===== src/rtl/sm_sum_table_builder_pkg.sv =====
// Shared definitions for the sign-magnitude sum table builder.
// Holds the FSM state encoding, the table-depth helper and the
// sign-magnitude adder used to generate table entries.
// Optional build macro: SM_TABLE_SATURATE_EN (saturate instead of wrap on overflow).
package sm_table_pkg;

  // Operand width the adder function is built for; the top's DATA_WIDTH follows it.
  localparam int SM_DW = 4;
  // Magnitude width (sign bit excluded).
  localparam int SM_MW = SM_DW - 1;

  typedef logic [SM_DW-1:0] sm_word_t;
  // Table entry layout: {ovf, sign, magnitude}.
  typedef logic [SM_DW:0]   sm_entry_t;

  typedef enum logic [1:0] {
    IDLE  = 2'd0,
    FILL  = 2'd1,
    READY = 2'd2
  } sm_state_e;

  // Table depth for a given operand width: one entry per {a, b} pair.
  function automatic int unsigned sm_table_depth(input int unsigned dw);
    return 32'd1 << (2 * dw);
  endfunction

  // Sign-magnitude addition returning {ovf, sum}; zero results are always +0.
  function automatic sm_entry_t sm_add(input sm_word_t a, input sm_word_t b);
    logic [SM_MW-1:0] ma;
    logic [SM_MW-1:0] mb;
    logic [SM_MW-1:0] mag;
    logic [SM_MW:0]   s;
    logic             sgn;
    logic             ovf;
    ma  = a[SM_MW-1:0];
    mb  = b[SM_MW-1:0];
    ovf = 1'b0;
    s   = '0;
    if (a[SM_MW] == b[SM_MW]) begin
      s   = {1'b0, ma} + {1'b0, mb};
      ovf = s[SM_MW];
      sgn = a[SM_MW];
`ifdef SM_TABLE_SATURATE_EN
      mag = ovf ? {SM_MW{1'b1}} : s[SM_MW-1:0];
`else
      mag = s[SM_MW-1:0];
`endif
    end else if (ma >= mb) begin
      mag = ma - mb;
      sgn = a[SM_MW];
    end else begin
      mag = mb - ma;
      sgn = b[SM_MW];
    end
    // Canonical zero: covers -0 operands, cancellation and a wrap to zero.
    if (mag == '0) sgn = 1'b0;
    return {ovf, sgn, mag};
  endfunction

endpackage


===== src/rtl/sm_sum_table_builder_if.sv =====
// Control and lookup bundle for sm_sum_table_builder.
// master: the client issuing start/lookups; slave: the table builder.
interface sm_sum_table_builder_if #(
  parameter int DATA_WIDTH = 4
);
  logic                  start;
  logic                  busy;
  logic                  ready;
  logic                  fill_done;
  logic                  lk_en;
  logic [DATA_WIDTH-1:0] lk_a;
  logic [DATA_WIDTH-1:0] lk_b;
  logic                  lk_valid;
  logic [DATA_WIDTH-1:0] lk_sum;
  logic                  lk_ovf;

  modport master (
    output start, lk_en, lk_a, lk_b,
    input  busy, ready, fill_done, lk_valid, lk_sum, lk_ovf
  );

  modport slave (
    input  start, lk_en, lk_a, lk_b,
    output busy, ready, fill_done, lk_valid, lk_sum, lk_ovf
  );
endinterface


===== src/rtl/sm_sum_table_builder_ram.sv =====
// Simple dual-port table RAM: synchronous write, registered synchronous read.
// Contents and read register are not reset so the array maps onto block RAM.
module sm_table_ram #(
  parameter int DATA_WIDTH = 4,
  parameter int ADDR_W     = 8
) (
  input  logic                  clk,
  input  logic                  i_we,
  input  logic [ADDR_W-1:0]     i_waddr,
  input  logic [DATA_WIDTH:0]   i_wdata,
  input  logic                  i_re,
  input  logic [ADDR_W-1:0]     i_raddr,
  output logic [DATA_WIDTH:0]   o_rdata
);
  logic [DATA_WIDTH:0] r_mem [2**ADDR_W];
  logic [DATA_WIDTH:0] r_rdata;

  // Write port: one entry per enabled cycle.
  always_ff @(posedge clk) begin
    if (i_we) r_mem[i_waddr] <= i_wdata;
  end

  // Read port: data registered only on a read so it holds between reads.
  always_ff @(posedge clk) begin
    if (i_re) r_rdata <= r_mem[i_raddr];
  end

  assign o_rdata = r_rdata;
endmodule


===== src/rtl/sm_sum_table_builder.sv =====
// Sign-magnitude sum table builder. On start, sweeps every {a, b} pair,
// writes {ovf, sum} into the table RAM one entry per cycle, then serves
// one-cycle-latency lookups while READY.
// Optional build macro: SM_TABLE_SATURATE_EN (handled inside sm_table_pkg::sm_add).
module sm_sum_table_builder
  import sm_table_pkg::*;
#(
  // Must equal sm_table_pkg::SM_DW, which sizes the adder function.
  parameter int DATA_WIDTH = SM_DW
) (
  input logic                    clk,
  input logic                    rst_n,
  sm_sum_table_builder_if.slave  bus
);
  localparam int          ADDR_W = 2 * DATA_WIDTH;
  localparam int unsigned DEPTH  = sm_table_depth(DATA_WIDTH);
  localparam logic [ADDR_W-1:0] LAST_ADDR = ADDR_W'(DEPTH - 1);

  localparam logic [1:0] S_IDLE  = IDLE;
  localparam logic [1:0] S_FILL  = FILL;
  localparam logic [1:0] S_READY = READY;

  logic [1:0]          r_state;
  logic [ADDR_W-1:0]   r_addr;
  logic                r_lk_valid;
  logic                r_rd_seen;

  logic                w_fill;
  logic                w_rd;
  logic [DATA_WIDTH:0] w_wdata;
  logic [DATA_WIDTH:0] w_rdata;

  assign w_fill  = (r_state == S_FILL);
  // Lookups are only honoured once the table is complete.
  assign w_rd    = bus.lk_en && (r_state == S_READY);
  // Entry for the current sweep address; address layout is {a, b}.
  assign w_wdata = sm_add(SM_DW'(r_addr[ADDR_W-1:DATA_WIDTH]),
                          SM_DW'(r_addr[DATA_WIDTH-1:0]));

  // Fill sequencer: IDLE/READY -> FILL on start, FILL -> READY after the last write.
  always_ff @(posedge clk or negedge rst_n) begin
    if (!rst_n) begin
      r_state <= S_IDLE;
      r_addr  <= '0;
    end else begin
      case (r_state)
        S_IDLE: begin
          if (bus.start) begin
            r_state <= S_FILL;
            r_addr  <= '0;
          end
        end
        S_FILL: begin
          if (r_addr == LAST_ADDR) begin
            r_state <= S_READY;
            r_addr  <= '0;
          end else begin
            r_addr  <= r_addr + 1'b1;
          end
        end
        S_READY: begin
          if (bus.start) begin
            r_state <= S_FILL;
            r_addr  <= '0;
          end
        end
        default: begin
          r_state <= S_IDLE;
          r_addr  <= '0;
        end
      endcase
    end
  end

  // Lookup valid tracking; r_rd_seen masks the unreset RAM output until the first read.
  always_ff @(posedge clk or negedge rst_n) begin
    if (!rst_n) begin
      r_lk_valid <= 1'b0;
      r_rd_seen  <= 1'b0;
    end else begin
      r_lk_valid <= w_rd;
      r_rd_seen  <= r_rd_seen | w_rd;
    end
  end

  sm_table_ram #(
    .DATA_WIDTH (DATA_WIDTH),
    .ADDR_W     (ADDR_W)
  ) u_ram (
    .clk     (clk),
    .i_we    (w_fill),
    .i_waddr (r_addr),
    .i_wdata (w_wdata),
    .i_re    (w_rd),
    .i_raddr ({bus.lk_a, bus.lk_b}),
    .o_rdata (w_rdata)
  );

  assign bus.busy      = w_fill;
  assign bus.ready     = (r_state == S_READY);
  assign bus.fill_done = w_fill && (r_addr == LAST_ADDR);
  assign bus.lk_valid  = r_lk_valid;
  assign bus.lk_sum    = r_rd_seen ? w_rdata[DATA_WIDTH-1:0] : '0;
  assign bus.lk_ovf    = r_rd_seen ? w_rdata[DATA_WIDTH]     : 1'b0;
endmodule


===== src/flat_wrapper.sv =====
// flat-port wrapper written by rule: the top's interface ports become plain ports
module sm_sum_table_builder_flat import sm_table_pkg::*;
#(
                                                                    
  parameter int DATA_WIDTH = SM_DW
)
  (clk, rst_n, bus_start, bus_lk_en, bus_lk_a, bus_lk_b, bus_busy, bus_ready, bus_fill_done, bus_lk_valid, bus_lk_sum, bus_lk_ovf);
  sm_sum_table_builder_if #(.DATA_WIDTH(DATA_WIDTH)) bus_i ();
  input logic clk;
  input logic rst_n;
  input wire logic [$bits(bus_i.start)-1:0] bus_start;
  input wire logic [$bits(bus_i.lk_en)-1:0] bus_lk_en;
  input wire logic [$bits(bus_i.lk_a)-1:0] bus_lk_a;
  input wire logic [$bits(bus_i.lk_b)-1:0] bus_lk_b;
  output wire logic [$bits(bus_i.busy)-1:0] bus_busy;
  output wire logic [$bits(bus_i.ready)-1:0] bus_ready;
  output wire logic [$bits(bus_i.fill_done)-1:0] bus_fill_done;
  output wire logic [$bits(bus_i.lk_valid)-1:0] bus_lk_valid;
  output wire logic [$bits(bus_i.lk_sum)-1:0] bus_lk_sum;
  output wire logic [$bits(bus_i.lk_ovf)-1:0] bus_lk_ovf;
  assign bus_i.start = bus_start;
  assign bus_i.lk_en = bus_lk_en;
  assign bus_i.lk_a = bus_lk_a;
  assign bus_i.lk_b = bus_lk_b;
  assign bus_busy = bus_i.busy;
  assign bus_ready = bus_i.ready;
  assign bus_fill_done = bus_i.fill_done;
  assign bus_lk_valid = bus_i.lk_valid;
  assign bus_lk_sum = bus_i.lk_sum;
  assign bus_lk_ovf = bus_i.lk_ovf;
  sm_sum_table_builder #(.DATA_WIDTH(DATA_WIDTH)) u_core (.clk(clk), .rst_n(rst_n), .bus(bus_i));
endmodule

===== config.mk =====
export PLATFORM = sky130hd
export DESIGN_NAME = sm_sum_table_builder_flat
export DESIGN_NICKNAME = d
export VERILOG_FILES = /design/src/rtl/sm_sum_table_builder_pkg.sv /design/src/rtl/sm_sum_table_builder_if.sv /design/src/rtl/sm_sum_table_builder_ram.sv /design/src/rtl/sm_sum_table_builder.sv /design/src/flat_wrapper.sv
export SDC_FILE = /design/constraint.sdc
export NUM_CORES = 1
export LEC_CHECK = 0
export CAP_MARGIN = 20
export CORE_ASPECT_RATIO = 1.1
export CORE_UTILIZATION = 50
export DETAILED_ROUTE_END_ITERATION = 10
export GPL_TIMING_DRIVEN = 0
export PLACE_DENSITY_LB_ADDON = 0.15
export SYNTH_ARGS = -nofsm -noshare
export SYNTH_HDL_FRONTEND = slang
export SYNTH_SLANG_ARGS = --single-unit

===== constraint.sdc =====
create_clock -name clk -period 19.8 [get_ports clk]
set_input_delay 4.95 -clock clk [delete_from_list [all_inputs] [get_ports clk]]
set_output_delay 4.95 -clock clk [all_outputs]
set_load 0.005 [all_outputs]

==> results.cfg, run 1 <==
[cells_and_area]
layout.nets = 2860
fillers = 7589
antenna-diode-count = 0
seqCellArea_sq_um = 38900
design_area_sq_um = 58500
multi_input_area_sq_um = 11500
layout-drive-gt1-share_pct = 19.8
syn_to_final_growth_pct = 14.0
utilization_pct = 57.8

[route]
drt-total-wl_um = 151000
drtIter0Drc = 3833
wire_per_inst_um = 35.0
drtAntennaViolNets = 0
remaining_drc_errors = 0
vias = 27700
first_pass_iters = 7
viasPerCell = 6.44

[power_and_ir_drop]
power.leakage_nw = 18.6
powerDensity_nw_per_um2 = 131
power_mw = 7.67
max-vdd-ir-drop_mv = 0.206

[synthesis]
syn_nets = 2663
synth_top_cell_area_share_pct = 75.3
synth_area_per_cell_sq_um = 19.4
synth_edf_count = 1285
synth_top_area_cell = edfxtp_1
synth-seq-area-share_pct = 75.9
synth-seq-cells = 1297
ys.flop_type = edfxtp_1
synth_area_leaders = edfxtp_1 (75%), mux4_2 (11%), mux2i_1 (3.1%)
synth_area_sq_um = 51300
synthCells = 2637
async_flop_share_pct = 0.925
synth_cell_types = 53
ys.warnings.count = 0

[timing]
setup_ws_ps = 10930
max_slew_margin_pct = 21.5
rsz0062_at_grt = false
slew_violations = 0
fmax_mhz = 113
finalHoldViolCount = 0
layout_min_cycle_time_ps = 8870
tightest_slew_ps = 1170
skew_ps = 28.2
fin_crit_sh_pct = 44.8
setup_viol = 0

[cts]
cts_buffers = 130
ctsHtreeMaxLevel = 4
clock_path_buffers = 3
post_cts_buffers = 0
postCtsHoldBufs = 0
path_clk_slew_ps = 60
cts-root-buf = clkbuf_16
clock-sinks = 1297
ctsResizeCount = 0
clkLatencyLatePin_ps = 750
cts_tree = built

[grt]
antenna_found_initial = 3
grt_usage_pct = 29.5
grt_pass1_vias = 27500
grt_pass1_wl_um = 209000
grt_max_degree = 176
grt_overflow = 0

[job]
maxCapViolCount = 0

[place]
place_congestion = 0.985
placed_area_sq_um = 54100
port_buffers = 17
place_ws_ps = 10460
hpwlAfterDp_um = 103000

[setup_path]
arrival_ps = 3920
cp-end-kind = output pin
worstSetupStartpointType = flop
path_class = flop to output pin
crit_fanout = 10
cp.required_ps = 14850

[die]
boundaryPins = 21
initial_core_util_pct = 50.7
dieArea_sq_um = 104000
rows = 122
design.core.area_sq_um = 101000
die_y_um = 338
die_w_um = 307

[min_path]
holdCritPathClass = flop to flop

[run_status]
status = completed
final timing paths:
path,slack (ps),cells past startpoint,end,from
setup / recovery,10930,6,bus_fill_done,u_core.r_addr[1]
min in group asynchronous,4710,1,u_core.r_addr[3],rst_n
hold / removal,550,1,u_core.r_state[1],u_core.r_state[1]
setup reg to reg,15130,15,u_core.u_ram.r_mem[129][3],u_core.r_addr[4]
hold reg to reg,550,1,u_core.r_state[1],u_core.r_state[1]
max in group asynchronous,14550,1,u_core.r_addr[6],rst_n
worst max-delay path, cell delays in order (launching register included):
cell	delay (ps)
dfrtp_1	550
ha_1	220
clkbuf_1	350
and3_1	290
nand2_1	300
nor2_1	830
clkdlybuf4s50_1	650
final cells by class:
cell class	instances	share of cell area [%]
tap	1364	2.92
clock buffer	164	5.98
timing repair buffer	65	1.91
sequential	1297	66.5
clock inverter	68	1.38
buffer	160	1.48
inverter	11	0.0835
multi-input combinational	1169	19.7
logic make-up after synthesis:
kind of cell / synth area share [%]
and+or+nand+nor: 3.59
buffers and inverters: 1.72
adders and majority gates: 0.386
muxes: 14.4
AOI/OAI and AO/OA: 3.99
xor gates and xnor gates: 0.0342
DFF: 75.9
synth_stat cells (all sizes together) (5+ instances only):
cell,n
a211oi,29
a21oi,46
a221oi,6
a22o,11
a22oi,47
a41oi,5
and2,8
buf,76
clkbuf,84
dfrtp,12
edfxtp,1285
ha,11
inv,11
mux2,7
mux2i,159
mux4,254
nand2,70
nand2b,7
nand3,28
nor2,291
nor2b,11
nor3,8
nor4,5
o21ai,25
o221ai,58
o22ai,44
or2,5
stage by stage:
step                      setup TNS, ps  cells  hold slack (ps)
after floorplan                       0   2637              455
after global placement         -1175890   4018              520
after detailed placement              0   4066              533
after CTS                             0   4298              542
after global routing                  0   4298              566
final                                 0   4298              549
layout by cell type, fill, tap and decap left out, types with 17 or more instances in the layout:
master           count
mux2i_1            159
a211oi_1            29
clkdlybuf4s50_1     17
a21oi_1             45
edfxtp_1          1285
clkbuf_2            17
clkbuf_1            95
o221ai_1            58
mux4_2             254
o21ai_0             22
bufinv_16           18
nor2_1             290
o22ai_1             44
clkinv_1            20
nand3_1             28
buf_4               23
nand2_1             70
buf_2               22
buf_12              17
clkinv_2            18
clkbuf_16          135
a22oi_1             46
buf_8               17
state kept, by name, indices dropped and copies added, names as in the netlist:
signal / flops
u_core.bus.lk_valid: 1
u_core.u_ram.r_mem: 1280
u_core.r_rd_seen: 1
u_core.u_ram.o_rdata: 5
u_core.r_state: 2
u_core.r_addr: 8
where the power goes:
group	switching (mW)	leakage, nW	internal [mW]
combinational	1.08	4.67	0.352
sequential	0.0192	11.8	3.71
clock	1.03	2.10	1.49
layer usage:
layer  up-vias  wire length (um)  GRT usage [%]
met4         4              6640           11.9
met1     14500             57100           39.1
li1      11200                 -              -
met2      1590             71400           46.8
met3       329             15500           7.86
met5         -                25              0
(Power assumes the default switching activity.)
==> run 2: changes to the inputs <==
==> constraint.sdc (replaced) <==
create_clock -name clk -period 8.3 [get_ports clk]
set_input_delay 2.075 -clock clk [delete_from_list [all_inputs] [get_ports clk]]
set_output_delay 2.075 -clock clk [all_outputs]
set_load 0.005 [all_outputs]
==> run 2 against run 1 <==
Net effect:
- die area unchanged
- clock power up 130%
- register-to-register slack worse by 12000 ps
- critical endpoint unchanged
==> results.cfg, run 2 (synthesis gave the netlist of run 1 again) <==
[cts]
postCtsHoldBufs = 0
ctsHtreeMaxLevel = 4
cts_tree = built
cts_buffers = 132
clkLatencyLatePin_ps = 740
clock_path_buffers = 3
path_clk_slew_ps = 60
clock-sinks = 1297
cts-root-buf = clkbuf_16
post_cts_buffers = 0
ctsResizeCount = 0

[place]
place_ws_ps = 1840
place_congestion = 0.970
port_buffers = 17
dp.cells = 4052
placed_area_sq_um = 53900
hpwlAfterDp_um = 102000

[cells_and_area]
instances_no_fill = 4296
largest_reg_flops = 1280
utilization_pct = 57.5
layout-drive-gt1-share_pct = 19.6
mostFrequentLayoutCell = edfxtp_1
antenna-diode-count = 0
layout.nets = 2850
final_cell_mix = edfxtp_1 (1285), nor2_1 (290), mux4_2 (254)
design_area_sq_um = 58100
syn_to_final_growth_pct = 13.4
regMostFlops = u_core.u_ram.r_mem

[die]
die_w_um = 307
dieArea_sq_um = 104000
design.core.area_sq_um = 101000
initial_core_util_pct = 50.7
boundaryPins = 21
die_y_um = 338
rows = 122

[power_and_ir_drop]
combinationalPowerShare_pct = 18.8
powerDensity_nw_per_um2 = 311
max-vdd-ir-drop_mv = 0.464
power.leakage_nw = 18.4
p_sw_mw = 5.13
power_mw = 18.1
clockPowerShare_pct = 32.0
seqPwrFrac_pct = 49.2
internal_power_mw = 12.9
switching_share_pct = 28.4

[timing]
fmax_mhz = 170
setup_tns_ps = 0
tightest_slew_ps = 1210
rsz0062_at_grt = false
setup_ws_ps = 2400
setup_viol = 0
fin_crit_sh_pct = 71.1
finalHoldViolCount = 0
fin_hold_ws_ps = 514
layout_min_cycle_time_ps = 5900
max_slew_margin_pct = 19.3
slew_violations = 0
skew_ps = 27.4

[route]
drtIter0Drc = 3479
vias = 27600
viasPerCell = 6.42
first_pass_iters = 8
drtAntennaViolNets = 0
drt-total-wl_um = 150000
remaining_drc_errors = 0
wire_per_inst_um = 35.0

[grt]
grt_util_met3_pct = 8.87
use_met2_pct = 45.0
grt_overflow = 0
antenna_found_initial = 2
grt_pass1_vias = 27600
grt_max_degree = 147
met1_usage_pct = 38.7
busiest_layer = met2
grt_pass1_wl_um = 209000
grt_usage_pct = 29.5

[run_status]
status = completed

[min_path]
holdCritPathClass = flop to flop

[job]
maxCapViolCount = 0

[setup_path]
crit_fanout = 10
cp-end-kind = output pin
cp.required_ps = 6230
path_class = flop to output pin
worstSetupStartpointType = flop
arrival_ps = 3820
[run 2: cell types whose count changed in the layout (fill, tap and decap cells not counted), sizes merged]
cell | previous run | this run
inv | 18 | 16
clkinvlp | 4 | 9
bufinv | 18 | 9
clkbuf | 248 | 242
clkinv | 39 | 61
buf | 124 | 112
[run 2: final cells by class]
| type | instances | area, sq um |
|---|---|---|
| multi-input cells | 1169 | 11500 |
| clock buffers | 158 | 3470 |
| clock inverters | 84 | 722 |
| well taps | 1364 | 1710 |
| repair buffers | 53 | 901 |
| plain buffers | 160 | 865 |
| flip-flops and latches | 1297 | 38900 |
| inverters | 11 | 48.8 |
| fillers | 7599 | 42900 |
[run 2: power by group through the flow]
| stage | clock network (mW) | registers, mW | logic, mW |
|---|---|---|---|
| global placement | 0 | 9.42 | 2.56 |
| global route | 6.05 | 8.89 | 3.55 |
| CTS | 5.81 | 8.89 | 3.32 |
| floorplan | 0 | 9.25 | 1.40 |
| detailed placement | 0 | 9.03 | 3.33 |
| finish | 5.78 | 8.89 | 3.41 |
[run 2: layer usage]
| metal | part of all wire (%) | vias up | wire length [um] |
|---|---|---|---|
| met2 | 46 | 1644 | 69000 |
| met3 | 11 | 327 | 16900 |
| met4 | 5.5 | 0 | 8290 |
| met1 | 37 | 14400 | 56200 |
| li1 | - | 11200 | - |
| met5 | 0 | - | 0 |
[run 2: path summary, 6_finish.rpt]
path                                        start                         end  slack (ps)  cells past startpoint
worst max-delay path            u_core.r_state[1]               bus_fill_done        2400                      6
worst min-delay path            u_core.r_state[0]           u_core.r_state[0]         510                      1
worst max register to register   u_core.r_addr[0]  u_core.u_ram.r_mem[120][3]        3530                     14
worst min register to register  u_core.r_state[0]           u_core.r_state[0]         510                      1
max in group asynchronous                   rst_n            u_core.r_addr[5]        5740                      1
min in group asynchronous                   rst_n         u_core.bus.lk_valid        1910                      1
[run 2: worst max-delay path, stage by stage (launching register included)]
cell and delay, ps:
dfrtp_1 420, nand2b_1 250, inv_1 170, clkbuf_1 450
nand2_1 350, nor2_1 790, clkdlybuf4s50_1 670
